**src/rtl/fpmul_arbiter.sv**
```systemverilog
// Round-robin arbiter/sequencer sharing one FP multiplier among NREQ requesters.
// Optional watchdog on the WAIT state: define FPMUL_ARB_TIMEOUT_EN (limit = TIMEOUT cycles).
module fpmul_arbiter #(
   parameter int NREQ    = 4,
   parameter int TIMEOUT = 64
) (
   input  logic                    clk,
   input  logic                    rst,
   input  logic [NREQ-1:0]         req_valid,
   input  logic [NREQ*32-1:0]      req_op1,
   input  logic [NREQ*32-1:0]      req_op2,
   output logic [NREQ-1:0]         req_ready,
   output logic [NREQ-1:0]         resp_valid,
   output logic [31:0]             resp_result,
   output logic                    resp_overflow,
   output logic                    resp_timeout,
   output logic [$clog2(NREQ)-1:0] grant_id,
   output logic                    busy,
   output logic                    mul_start,
   output logic [31:0]             mul_op1,
   output logic [31:0]             mul_op2,
   input  logic                    mul_done,
   input  logic [31:0]             mul_result,
   input  logic                    mul_overflow
);

   localparam int GW = $clog2(NREQ);
   localparam int CW = GW + 1;

   typedef enum logic [1:0] {
      S_IDLE  = 2'd0,
      S_ISSUE = 2'd1,
      S_WAIT  = 2'd2,
      S_RESP  = 2'd3
   } state_t;

   if (NREQ < 2 || NREQ > 8 || TIMEOUT < 2) begin : g_bad_params
      $error("fpmul_arbiter: NREQ must be 2..8 and TIMEOUT at least 2");
   end

   state_t        r_state;
   state_t        w_state_nxt;
   logic [GW-1:0] r_rr_ptr;
   logic [GW-1:0] r_grant_id;
   logic [GW-1:0] w_gnt;
   logic          w_any;
   logic          w_grant;
   logic          w_done_ok;
   logic          w_timeout;
   logic          r_rst_q;
   logic [31:0]   r_op1;
   logic [31:0]   r_op2;
   logic [31:0]   r_resp_result;
   logic          r_resp_overflow;
   logic          r_resp_timeout;
   logic [31:0]   w_op1_arr [NREQ];
   logic [31:0]   w_op2_arr [NREQ];

   for (genvar i = 0; i < NREQ; i++) begin : g_unpack
      assign w_op1_arr[i] = req_op1[32*i +: 32];
      assign w_op2_arr[i] = req_op2[32*i +: 32];
   end

   // Requests are held off while reset is asserted and for the cycle after it.
   always_ff @(posedge clk) begin
      r_rst_q <= rst;
   end

   // First pending requester at or above r_rr_ptr, wrapping past NREQ-1.
   always_comb begin
      // NOTE: every comb output gets a default first so no path leaves it unassigned (no latch).
      logic [CW-1:0] cand;
      w_any = 1'b0;
      w_gnt = '0;
      cand  = '0;
      for (int k = 0; k < NREQ; k++) begin
         cand = {1'b0, r_rr_ptr} + CW'(k);
         if (cand >= CW'(NREQ)) begin
            cand = cand - CW'(NREQ);
         end
         if (!w_any && req_valid[cand[GW-1:0]]) begin
            w_any = 1'b1;
            w_gnt = cand[GW-1:0];
         end
      end
   end

   assign w_grant = (r_state == S_IDLE) && w_any && !rst && !r_rst_q;

`ifdef FPMUL_ARB_TIMEOUT_EN
   localparam int TW = (TIMEOUT > 2) ? $clog2(TIMEOUT) : 1;

   logic [TW-1:0] r_wait_cnt;

   always_ff @(posedge clk) begin
      if (rst) begin
         r_wait_cnt <= '0;
      end else if (r_state == S_ISSUE) begin
         r_wait_cnt <= '0;
      end else if (r_state == S_WAIT) begin
         r_wait_cnt <= r_wait_cnt + TW'(1);
      end
   end

   // A nonzero count means this is not the first WAIT cycle, so a stale done is rejected.
   assign w_done_ok = (r_state == S_WAIT) && mul_done && (r_wait_cnt != '0);
   assign w_timeout = (r_state == S_WAIT) && !w_done_ok && (r_wait_cnt == TW'(TIMEOUT - 1));
`else
   logic r_wait_armed;

   always_ff @(posedge clk) begin
      if (rst) begin
         r_wait_armed <= 1'b0;
      end else if (r_state == S_ISSUE) begin
         r_wait_armed <= 1'b0;
      end else if (r_state == S_WAIT) begin
         r_wait_armed <= 1'b1;
      end
   end

   assign w_done_ok = (r_state == S_WAIT) && mul_done && r_wait_armed;
   assign w_timeout = 1'b0;
`endif

   always_ff @(posedge clk) begin
      // NOTE: registered state uses non-blocking assignment so all flops update together.
      if (rst) begin
         r_state <= S_IDLE;
      end else begin
         r_state <= w_state_nxt;
      end
   end

   always_comb begin
      w_state_nxt = r_state;
      case (r_state)
         S_IDLE:  if (w_grant) w_state_nxt = S_ISSUE;
         S_ISSUE: w_state_nxt = S_WAIT;
         S_WAIT:  if (w_done_ok || w_timeout) w_state_nxt = S_RESP;
         S_RESP:  w_state_nxt = S_IDLE;
         default: w_state_nxt = S_IDLE;
      endcase
   end

   always_comb begin
      req_ready  = '0;
      resp_valid = '0;
      if (w_grant) begin
         req_ready[w_gnt] = 1'b1;
      end
      if (r_state == S_RESP) begin
         resp_valid[r_grant_id] = 1'b1;
      end
      mul_start = (r_state == S_ISSUE);
      busy      = (r_state != S_IDLE);
   end

   always_ff @(posedge clk) begin
      if (rst) begin
         r_rr_ptr        <= '0;
         r_grant_id      <= '0;
         r_op1           <= '0;
         r_op2           <= '0;
         r_resp_result   <= '0;
         r_resp_overflow <= 1'b0;
         r_resp_timeout  <= 1'b0;
      end else begin
         if (w_grant) begin
            r_grant_id <= w_gnt;
            r_op1      <= w_op1_arr[w_gnt];
            r_op2      <= w_op2_arr[w_gnt];
         end
         if (w_done_ok) begin
            r_resp_result   <= mul_result;
            r_resp_overflow <= mul_overflow;
            r_resp_timeout  <= 1'b0;
         end else if (w_timeout) begin
            r_resp_result   <= '0;
            r_resp_overflow <= 1'b0;
            r_resp_timeout  <= 1'b1;
         end
         if (r_state == S_RESP) begin
            r_rr_ptr <= (r_grant_id == GW'(NREQ - 1)) ? '0 : r_grant_id + GW'(1);
         end
      end
   end

   assign grant_id      = r_grant_id;
   assign mul_op1       = r_op1;
   assign mul_op2       = r_op2;
   assign resp_result   = r_resp_result;
   assign resp_overflow = r_resp_overflow;
   assign resp_timeout  = r_resp_timeout;

endmodule

```
**config.mk**
```make
export PLATFORM = sky130hd
export DESIGN_NAME = fpmul_arbiter
export DESIGN_NICKNAME = d
export VERILOG_FILES = /design/src/rtl/fpmul_arbiter.sv
export SDC_FILE = /design/constraint.sdc
export NUM_CORES = 1
export LEC_CHECK = 0
export CORE_AREA = 2 2 158 160
export CTS_CLUSTER_DIAMETER = 60
export CTS_CLUSTER_SIZE = 20
export DETAILED_ROUTE_END_ITERATION = 12
export DIE_AREA = 0 0 160 162
export GPL_ROUTABILITY_DRIVEN = 0
export GPL_TIMING_DRIVEN = 1
export HOLD_SLACK_MARGIN = 0.05
export RECOVER_POWER = 50
export SLEW_MARGIN = 15
export SYNTH_ARGS = -nofsm -noshare
export SYNTH_HDL_FRONTEND = slang
export SYNTH_SLANG_ARGS = --single-unit
```
**constraint.sdc**
```tcl
create_clock -name clk -period 2.2 [get_ports clk]
set_clock_uncertainty 0.05 [all_clocks]
set_input_delay 0.44 -clock clk [delete_from_list [all_inputs] [get_ports clk]]
set_output_delay 0.44 -clock clk [all_outputs]
set_load 0.03 [all_outputs]
```
==> metrics.md, run 1 <==
| Metric | Value |
|---|---|
| Clock Path Buffers | `2` |
| PD cells | `around 650 nW/um^2` |
| Ant diodes | `0` |
| CP startpoint kind | `input pin` |
| Antenna Nets Post-Route | `0` |
| Top-count cell post-synth | `nand2_1` |
| Core Rows | `57` |
| Post-synth top area cell | `dfxtp_1` |
| CTS Sinks | `105` |
| Initial DRC Count | `372` |
| Place WS | `-0.605 ns` |
| Clock share of power | `~23%` |
| Number of synthesized flops with an enable pin | `0` |
| Die Y | `between 150 and 200 um` |
| Final hold slack | `0.397 ns` |
| Fin crit share | `103%` |
| Crit path capture type | `output pin` |
| Post-Syn Area | `6200 um^2` |
| Setup CP Type | `input pin to output pin` |
| Net Sw Frac | `37.5%` |
| DRT Pass-1 Iters | `4` |
| Layout cells sized above 1 | `~16%` |
| Post-synth ARST share | `0%` |
| DRC | `0` |
| Number of global-route vias before repair | `7378` |
| Flop-to-flop setup slack | `0.07 ns` |
| Largest net degree at the start of global routing | `47` |
| VDD IR max | `353 uV` |
| RSZ-0062 raised after global routing | `yes` |
| Maximum clock frequency | `0.440 GHz` |
| Layout area overhead | `88.6%` |
| Die Footprint | `approximately 26000 um^2` |
| CP cell instances | `clkdlybuf4s15_1 > nor2b_2 > or4b_4 > and2_4 > nor3_4 > buf_6` |
| Pins Over Slew Limit | `0` |
| Critical Path Max Stage Delay | `between 0.5 and 0.6 ns` |
| Die Wd | `160 um` |
| Hold WC Path Type | `flop to flop` |
| P_int | `between 4 and 5 mW` |
| Initial Utilization | `25.7%` |
| Yosys warns | `0` |
| Outcome | `complete, but fails checks` |
| Syn_nets | `1037` |
| Share of the synthesized area in the top cell type | `roughly a third` |
| Max-Cap Viols | `0` |
| Least-Margin Pin Slew | `0.942 ns` |
| H-tree depth | `3` |
| Combinational group share of total power | `46.3%` |
| Inst Count DP | `between 1k and 1.5k` |
| Post-layout worst setup margin | `-0.0751 ns` |
| CP required | `1.71 ns` |
| Synth Area per Inst | `8.47 um^2` |
| PortBufs | `404` |
| Layout fillers | `approximately 2.4k` |
| Worst path top cell family by delay | `simple AND/OR/NAND/NOR gates` |
| Yosys reg bits | `105` |
| CP Max Fanout | `3` |
| DR vias | `7182` |
| Reg power frac | `31.2%` |
| Leakage | `4.69 nW` |
| GRT Util Overall | `a little over a fifth` |
| Post-layout min period | `2.28 ns` |
| Most area-consuming cells after synthesis | `dfxtp_1, and3_1, a211oi_2` |
| Synth unique cells | `36` |
| NumNets Final | `1446` |
| Grt ovf | `0` |
| Slew HR | `37.2%` |
| Synth Instances | `732` |
| Root buffer cell | `clkbuf_16` |
| CTS tree | `done` |
| Final setup vio count | `4` |
| Non-filler cells, final | `about 1.5k` |
| Most frequent cells after synthesis | `nand2_1, and3_1, dfxtp_1, a211oi_1, o31ai_1` |
| CTS buffer count | `9` |
| First-pass GRT wire length | `approximately 43 mm` |
| Detailed Route WL | `28.5 mm` |
| CTS clk-pin slew, worst paths | `roughly 0.08 ns` |
| Sequential area share after synthesis | `33.9%` |
| Fin. Hold Viols | `0` |
| Core Area | `24100 um^2` |
| Failing checks | `negative setup slack` |
| DR vias/cell | `4.89` |
| Most used DFF post-synth | `dfxtp_1` |
| Initial antenna violation count | `0` |
| Critical path arrival | `1.79 ns` |
| Worst-Skew Late Latency | `0.36 ns` |
| Crit path buf inv count | `2` |
| Switching Power | `2.87 mW` |
| DPL Wire Length | `20.2 mm` |
| Crit-path slowest cell | `or4b_4` |
| Wire per inst | `about 19 um` |
| IO Pins | `406` |
| CTS Hold Bufs | `0` |
## cell type report
| cell class | instances | area (um^2) | area share, % |
|---|---|---|---|
| flip-flops and latches | 105 | 2110 | 18.0 |
| clock buffers | 9 | 225 | 1.93 |
| repair buffers | 477 | 5060 | 43.3 |
| inverters | 6 | 22.5 | 0.193 |
| clock inverters | 7 | 88.8 | 0.760 |
| multi-input cells | 542 | 3780 | 32.3 |
| well taps | 324 | 405 | 3.47 |
## final timing paths
check	startpoint	end	cells past startpoint
worst max-delay path	req_valid[3]	req_ready[3]	6
worst min register to register	mul_op1[25]	mul_op1[25]	2
worst min-delay path	mul_op1[25]	mul_op1[25]	2
worst max register to register	r_rr_ptr[0]	mul_op1[13]	7
## stage by stage
step	instance area, um^2	utilization (%)	TNS [ns]	total power [mW]
CTS	11600	48.3	-0.479	7.79
global placement	10900	45.3	-34.60	5.83
floorplan	6260	-	-0.444	4.11
global route	11700	48.5	-0.546	8.06
finish	11700	48.5	-0.269	7.65
detailed placement	10900	45.3	-37.00	5.85
## registers in the layout, indices dropped and copies added (netlist names)
| signal | flops |
|---|---|
| mul_op1 | 32 |
| mul_op2 | 32 |
| resp_result | 32 |
| grant_id | 2 |
| r_rr_ptr | 2 |
| r_state | 2 |
| r_rst_q | 1 |
| r_wait_armed | 1 |
| resp_overflow | 1 |
## kinds of logic (layout without fill, tap and decap cells)
family / Yosys count / in the layout / share of synthesized area (%)
other cells: 1 / 1 / 0.0605
simple gates: 292 / 294 / 23.6
buf+inv: 87 / 499 / 7.95
flops: 105 / 105 / 33.9
compound gates: 229 / 229 / 31.2
mux: 9 / 9 / 1.45
fa+ha+maj: 9 / 9 / 1.82
## per-layer routing
metal / global-route usage (%) / vias up / wire, um
li1: - / 3532 / -
met1: 24.2 / 3379 / 11700
met2: 39.2 / 258 / 14500
met3: 5.59 / 13 / 2060
met4: 4.91 / 0 / 258
met5: 0 / - / 0
## power by group through the flow
stage          sequential (mW)  combinational (mW)  clock [mW]
3_5_place_dp              2.43                3.42           0
5_1_grt                   2.43                3.78        1.85
2_1_floorplan             2.97                1.14           0
3_3_place_gp              2.42                3.42           0
4_1_cts                   2.40                3.61        1.79
6_report                  2.39                3.54        1.72
## repair_timing
item / in CTS / in global routing
setup buffers: 9 / 3
cloned: 9 / 1
endpoints found under the setup margin: 73 / 58
pin swaps: 10 / 14
gates resized for setup: 39 / 26
## layout by cell type (no fill, tap or decap), types with 2 or more instances in the layout
cell,instances
clkinv_8,3
inv_8,2
clkbuf_16,10
dfxtp_2,3
dlygate4sd2_1,2
inv_2,2
and2_1,4
a211oi_2,57
nor2_1,8
buf_4,35
buf_16,4
bufbuf_16,5
buf_6,8
a21oi_1,34
ha_1,8
nand2_4,3
buf_12,21
nand2_1,132
clkdlybuf4s50_1,325
clkbuf_2,9
inv_1,4
dfxtp_1,101
o31ai_1,61
nand3_1,4
o221ai_1,3
and3_1,123
dlygate4sd3_1,65
a211oi_1,66
nor2_4,5
nor2b_4,3
nor3_4,2
mux2i_1,9
## worst reg2reg max path, delay by kind of cell, from the launching register on
kind	cells	cell delay, ns
flip-flops	1	0.39
buffers and inverters	2	0.48
AO/OA/AOI/OAI	2	0.31
AND/OR/NAND/NOR	3	0.81
Note: power is estimated with default switching activity, not from simulation.
==> run 2, diff against run 1 <==
--- a/config.mk
+++ b/config.mk
@@ -5,13 +5,13 @@
 export SDC_FILE = /design/constraint.sdc
 export NUM_CORES = 1
 export LEC_CHECK = 0
-export CORE_AREA = 2 2 158 160
+export CORE_AREA = 2 2 157 159
 export CTS_CLUSTER_DIAMETER = 60
 export CTS_CLUSTER_SIZE = 20
 export DETAILED_ROUTE_END_ITERATION = 12
-export DIE_AREA = 0 0 160 162
+export DIE_AREA = 0 0 159 161
 export GPL_ROUTABILITY_DRIVEN = 0
-export GPL_TIMING_DRIVEN = 1
+export GPL_TIMING_DRIVEN = 0
 export HOLD_SLACK_MARGIN = 0.05
 export RECOVER_POWER = 50
 export SLEW_MARGIN = 15
==> constraint.sdc (replaced) <==
create_clock -name clk -period 2.9 [get_ports clk]
set_clock_uncertainty 0.05 [all_clocks]
set_input_delay 0.58 -clock clk [delete_from_list [all_inputs] [get_ports clk]]
set_output_delay 0.58 -clock clk [all_outputs]
set_load 0.03 [all_outputs]
==> metrics.md, run 2 (same netlist as run 1, synthesis figures left out) <==
| Metric | Value |
|---|---|
| H-tree depth | `3 (unchanged)` |
| Final setup vio count | `0 (was 4)` |
| DR vias | `7180 (was 7182)` |
| Worst-Skew Late Latency | `0.36 ns (about the same)` |
| PD cells | `504 nW/um^2 (was 654 nW/um^2)` |
| Antenna Nets Post-Route | `0 (unchanged)` |
| Number of global-route vias before repair | `7380 (was 7378)` |
| Cell mode on critical path | `buf_4` |
| CTS Sinks | `105 (unchanged)` |
| Initial Utilization | `25.9% (was 25.7%)` |
| CTS tree | `done (unchanged)` |
| Commonest non-fill, non-tap cell in the layout | `clkdlybuf4s50_1 (unchanged)` |
| Ant diodes | `0 (unchanged)` |
| GRT Util Overall | `21.7% (was 21.1%)` |
| Fin. Hold Viols | `0 (unchanged)` |
| CTS buffer count | `9 (unchanged)` |
| DRC | `0 (unchanged)` |
| Crit path buf inv count | `5 (was 2)` |
| IO Pins | `406 (unchanged)` |
| First-pass GRT wire length | `43.2 mm (was 42.6 mm)` |
| NumNets Final | `1454 (was 1446)` |
| Critical Path Max Stage Delay | `0.55 ns (was 0.57 ns)` |
| Post-DP Area | `10600 um^2 (was 10900 um^2)` |
| Core Area | `24000 um^2 (was 24100 um^2)` |
| Initial antenna violation count | `0 (unchanged)` |
| Die Y | `161 um (was 162 um)` |
| Slew HR | `45.9% (was 37.2%)` |
| DPL Wire Length | `22.4 mm (was 20.2 mm)` |
| Maximum clock frequency | `0.351 GHz` |
| CTS clk-pin slew, worst paths | `0.09 ns (was 0.08 ns)` |
| Least-Margin Pin Slew | `0.804 ns (was 0.942 ns)` |
| Die Footprint | `25600 um^2 (was 25900 um^2)` |
| Crit-path slowest cell | `or4b_4 (unchanged)` |
| CP startpoint kind | `input pin (unchanged)` |
| DRT Pass-1 Iters | `4 (unchanged)` |
| Largest net degree at the start of global routing | `24 (was 47)` |
| Pins Over Slew Limit | `0 (unchanged)` |
| DR vias/cell | `4.86 (was 4.89)` |
| Max-Cap Viols | `0 (unchanged)` |
| Detailed Route WL | `28.6 mm (was 28.5 mm)` |
| Leakage | `4.34 nW (was 4.69 nW)` |
| Layout cells sized above 1 | `11.7% (was 16.3%)` |
| Wire per inst | `19.4 um (about the same)` |
| VDD IR max | `246 uV (was 353 uV)` |
| Final non-filler cell area | `11000 um^2 (was 11700 um^2)` |
| PortBufs | `404 (unchanged)` |
| CTS Hold Bufs | `0 (unchanged)` |
| Post-layout min period | `2.85 ns` |
| Initial DRC Count | `336 (was 372)` |
| Worst path top cell family by delay | `buffers and inverters (was simple AND/OR/NAND/NOR gates)` |
| Clock Path Buffers | `2 (unchanged)` |
| Layout area overhead | `78.1% (was 88.6%)` |
| Critical path arrival | `3.05 ns (was 1.79 ns)` |
| Hold WC Path Type | `flop to flop (unchanged)` |
| Die Wd | `159 um (was 160 um)` |
| CP required | `3.10 ns (was 1.71 ns)` |
| Fin crit share | `between 90 and 100%` |
| Most frequent cells in the layout | `clkdlybuf4s50_1, nand2_1, and3_1 (unchanged)` |
| RSZ-0062 raised after global routing | `no (was yes)` |
| Grt ovf | `0 (unchanged)` |
| CP cell instances | `dlygate4sd2_1 > nor2b_4 > or4b_4 > buf_12 > buf_4 > buf_4 > clkbuf_1 > and3_1 > a211oi_1 > o31ai_1 (was clkdlybuf4s15_1 > nor2b_2 > or4b_4 > and2_4 > nor3_4 > buf_6)` |
| Final hold slack | `0.401 ns (was 0.397 ns)` |
| CP Max Fanout | `10 (was 3)` |
| Crit path capture type | `flop (was output pin)` |
| Root buffer cell | `clkbuf_16 (unchanged)` |
| Setup CP Type | `input pin to flop (was input pin to output pin)` |
| Core Rows | `57 (unchanged)` |
| Outcome | `finished, final reports clean (was complete, but fails checks)` |
run 2: cell types whose count changed in the layout (fill, tap and decap cells not counted), sizes merged, moves of 2 or more:
cell	delta
buf	-22
bufbuf	-5
clkbuf	+32
clkdlybuf4s50	-5
clkinv	-2
dlygate4sd3	+10
inv	+2
nand2	-2
run 2: cell type report:
type                    instances  area, um^2
flip-flops and latches        105        2100
plain buffers                  77         468
well taps                     324         405
clock inverters                 7        96.3
clock buffers                   9         225
inverters                       6        22.5
fillers                      2470       12900
repair buffers                410        4060
multi-input cells             540        3660
run 2: path summary, 6_finish.rpt:
| path | from | endpoint | slack (ns) | cells past startpoint |
|---|---|---|---|---|
| setup / recovery | req_valid[2] | mul_op2[18] | 0.05 | 10 |
| hold / removal | mul_op2[0] | mul_op2[0] | 0.40 | 2 |
| setup reg to reg | r_rr_ptr[0] | mul_op2[18] | 0.16 | 9 |
| hold reg to reg | mul_op2[0] | mul_op2[0] | 0.40 | 2 |
run 2: power breakdown:
group | leakage (nW) | switching (mW) | internal [mW]
sequential | 0.858 | 0.136 | 1.68
combinational | 3.32 | 1.31 | 1.09
clock | 0.156 | 0.708 | 0.639
run 2: worst reg2reg max path: cells and delay by family (launching register included):
kind,cells,cell delay [ns]
AND/OR/NAND/NOR,3,0.88
buffers and inverters,4,0.78
AO/OA/AOI/OAI,2,0.49
flip-flops,1,0.44
run 2: routing by layer:
metal	vias to the layer above	share of wire, %	wire length [um]	GRT usage [%]
li1	3547	-	-	-
met1	3307	41	11800	25.4
met2	288	49	14200	38.8
met3	38	7.4	2130	6.14
met4	0	2.0	566	5.83
met5	-	0	0	0
run 2: what timing repair did:
action	CTS	global route
setup buffers	4	2
pin swaps	2	1
endpoints found under the setup margin	7	64
gates resized for setup	51	7
run 2: through the flow:
step                      util, %  TNS (ns)  power (mW)  std cells  worst slack [ns]
final                        46.1         0        5.56       1478            0.0491
after global routing         46.1         0        5.86       1478            0.0203
after CTS                    46.1         0        5.69       1478           0.00614
after detailed placement     44.4    -24.91        4.30       1460             -1.21
after global placement       44.4    -27.61        4.29       1460             -1.23
after floorplan                 -    -0.416        3.11        732            -0.208
==> run 3, diff against run 2 <==
--- a/config.mk
+++ b/config.mk
@@ -12,7 +12,7 @@
 export DIE_AREA = 0 0 159 161
 export GPL_ROUTABILITY_DRIVEN = 0
 export GPL_TIMING_DRIVEN = 0
-export HOLD_SLACK_MARGIN = 0.05
+export HOLD_SLACK_MARGIN = 0.08
 export RECOVER_POWER = 50
 export SLEW_MARGIN = 15
 export SYNTH_ARGS = -nofsm -noshare
==> results of run 3 <==
Same layout as run 2: the final DEF is identical, and so are final timing and power.
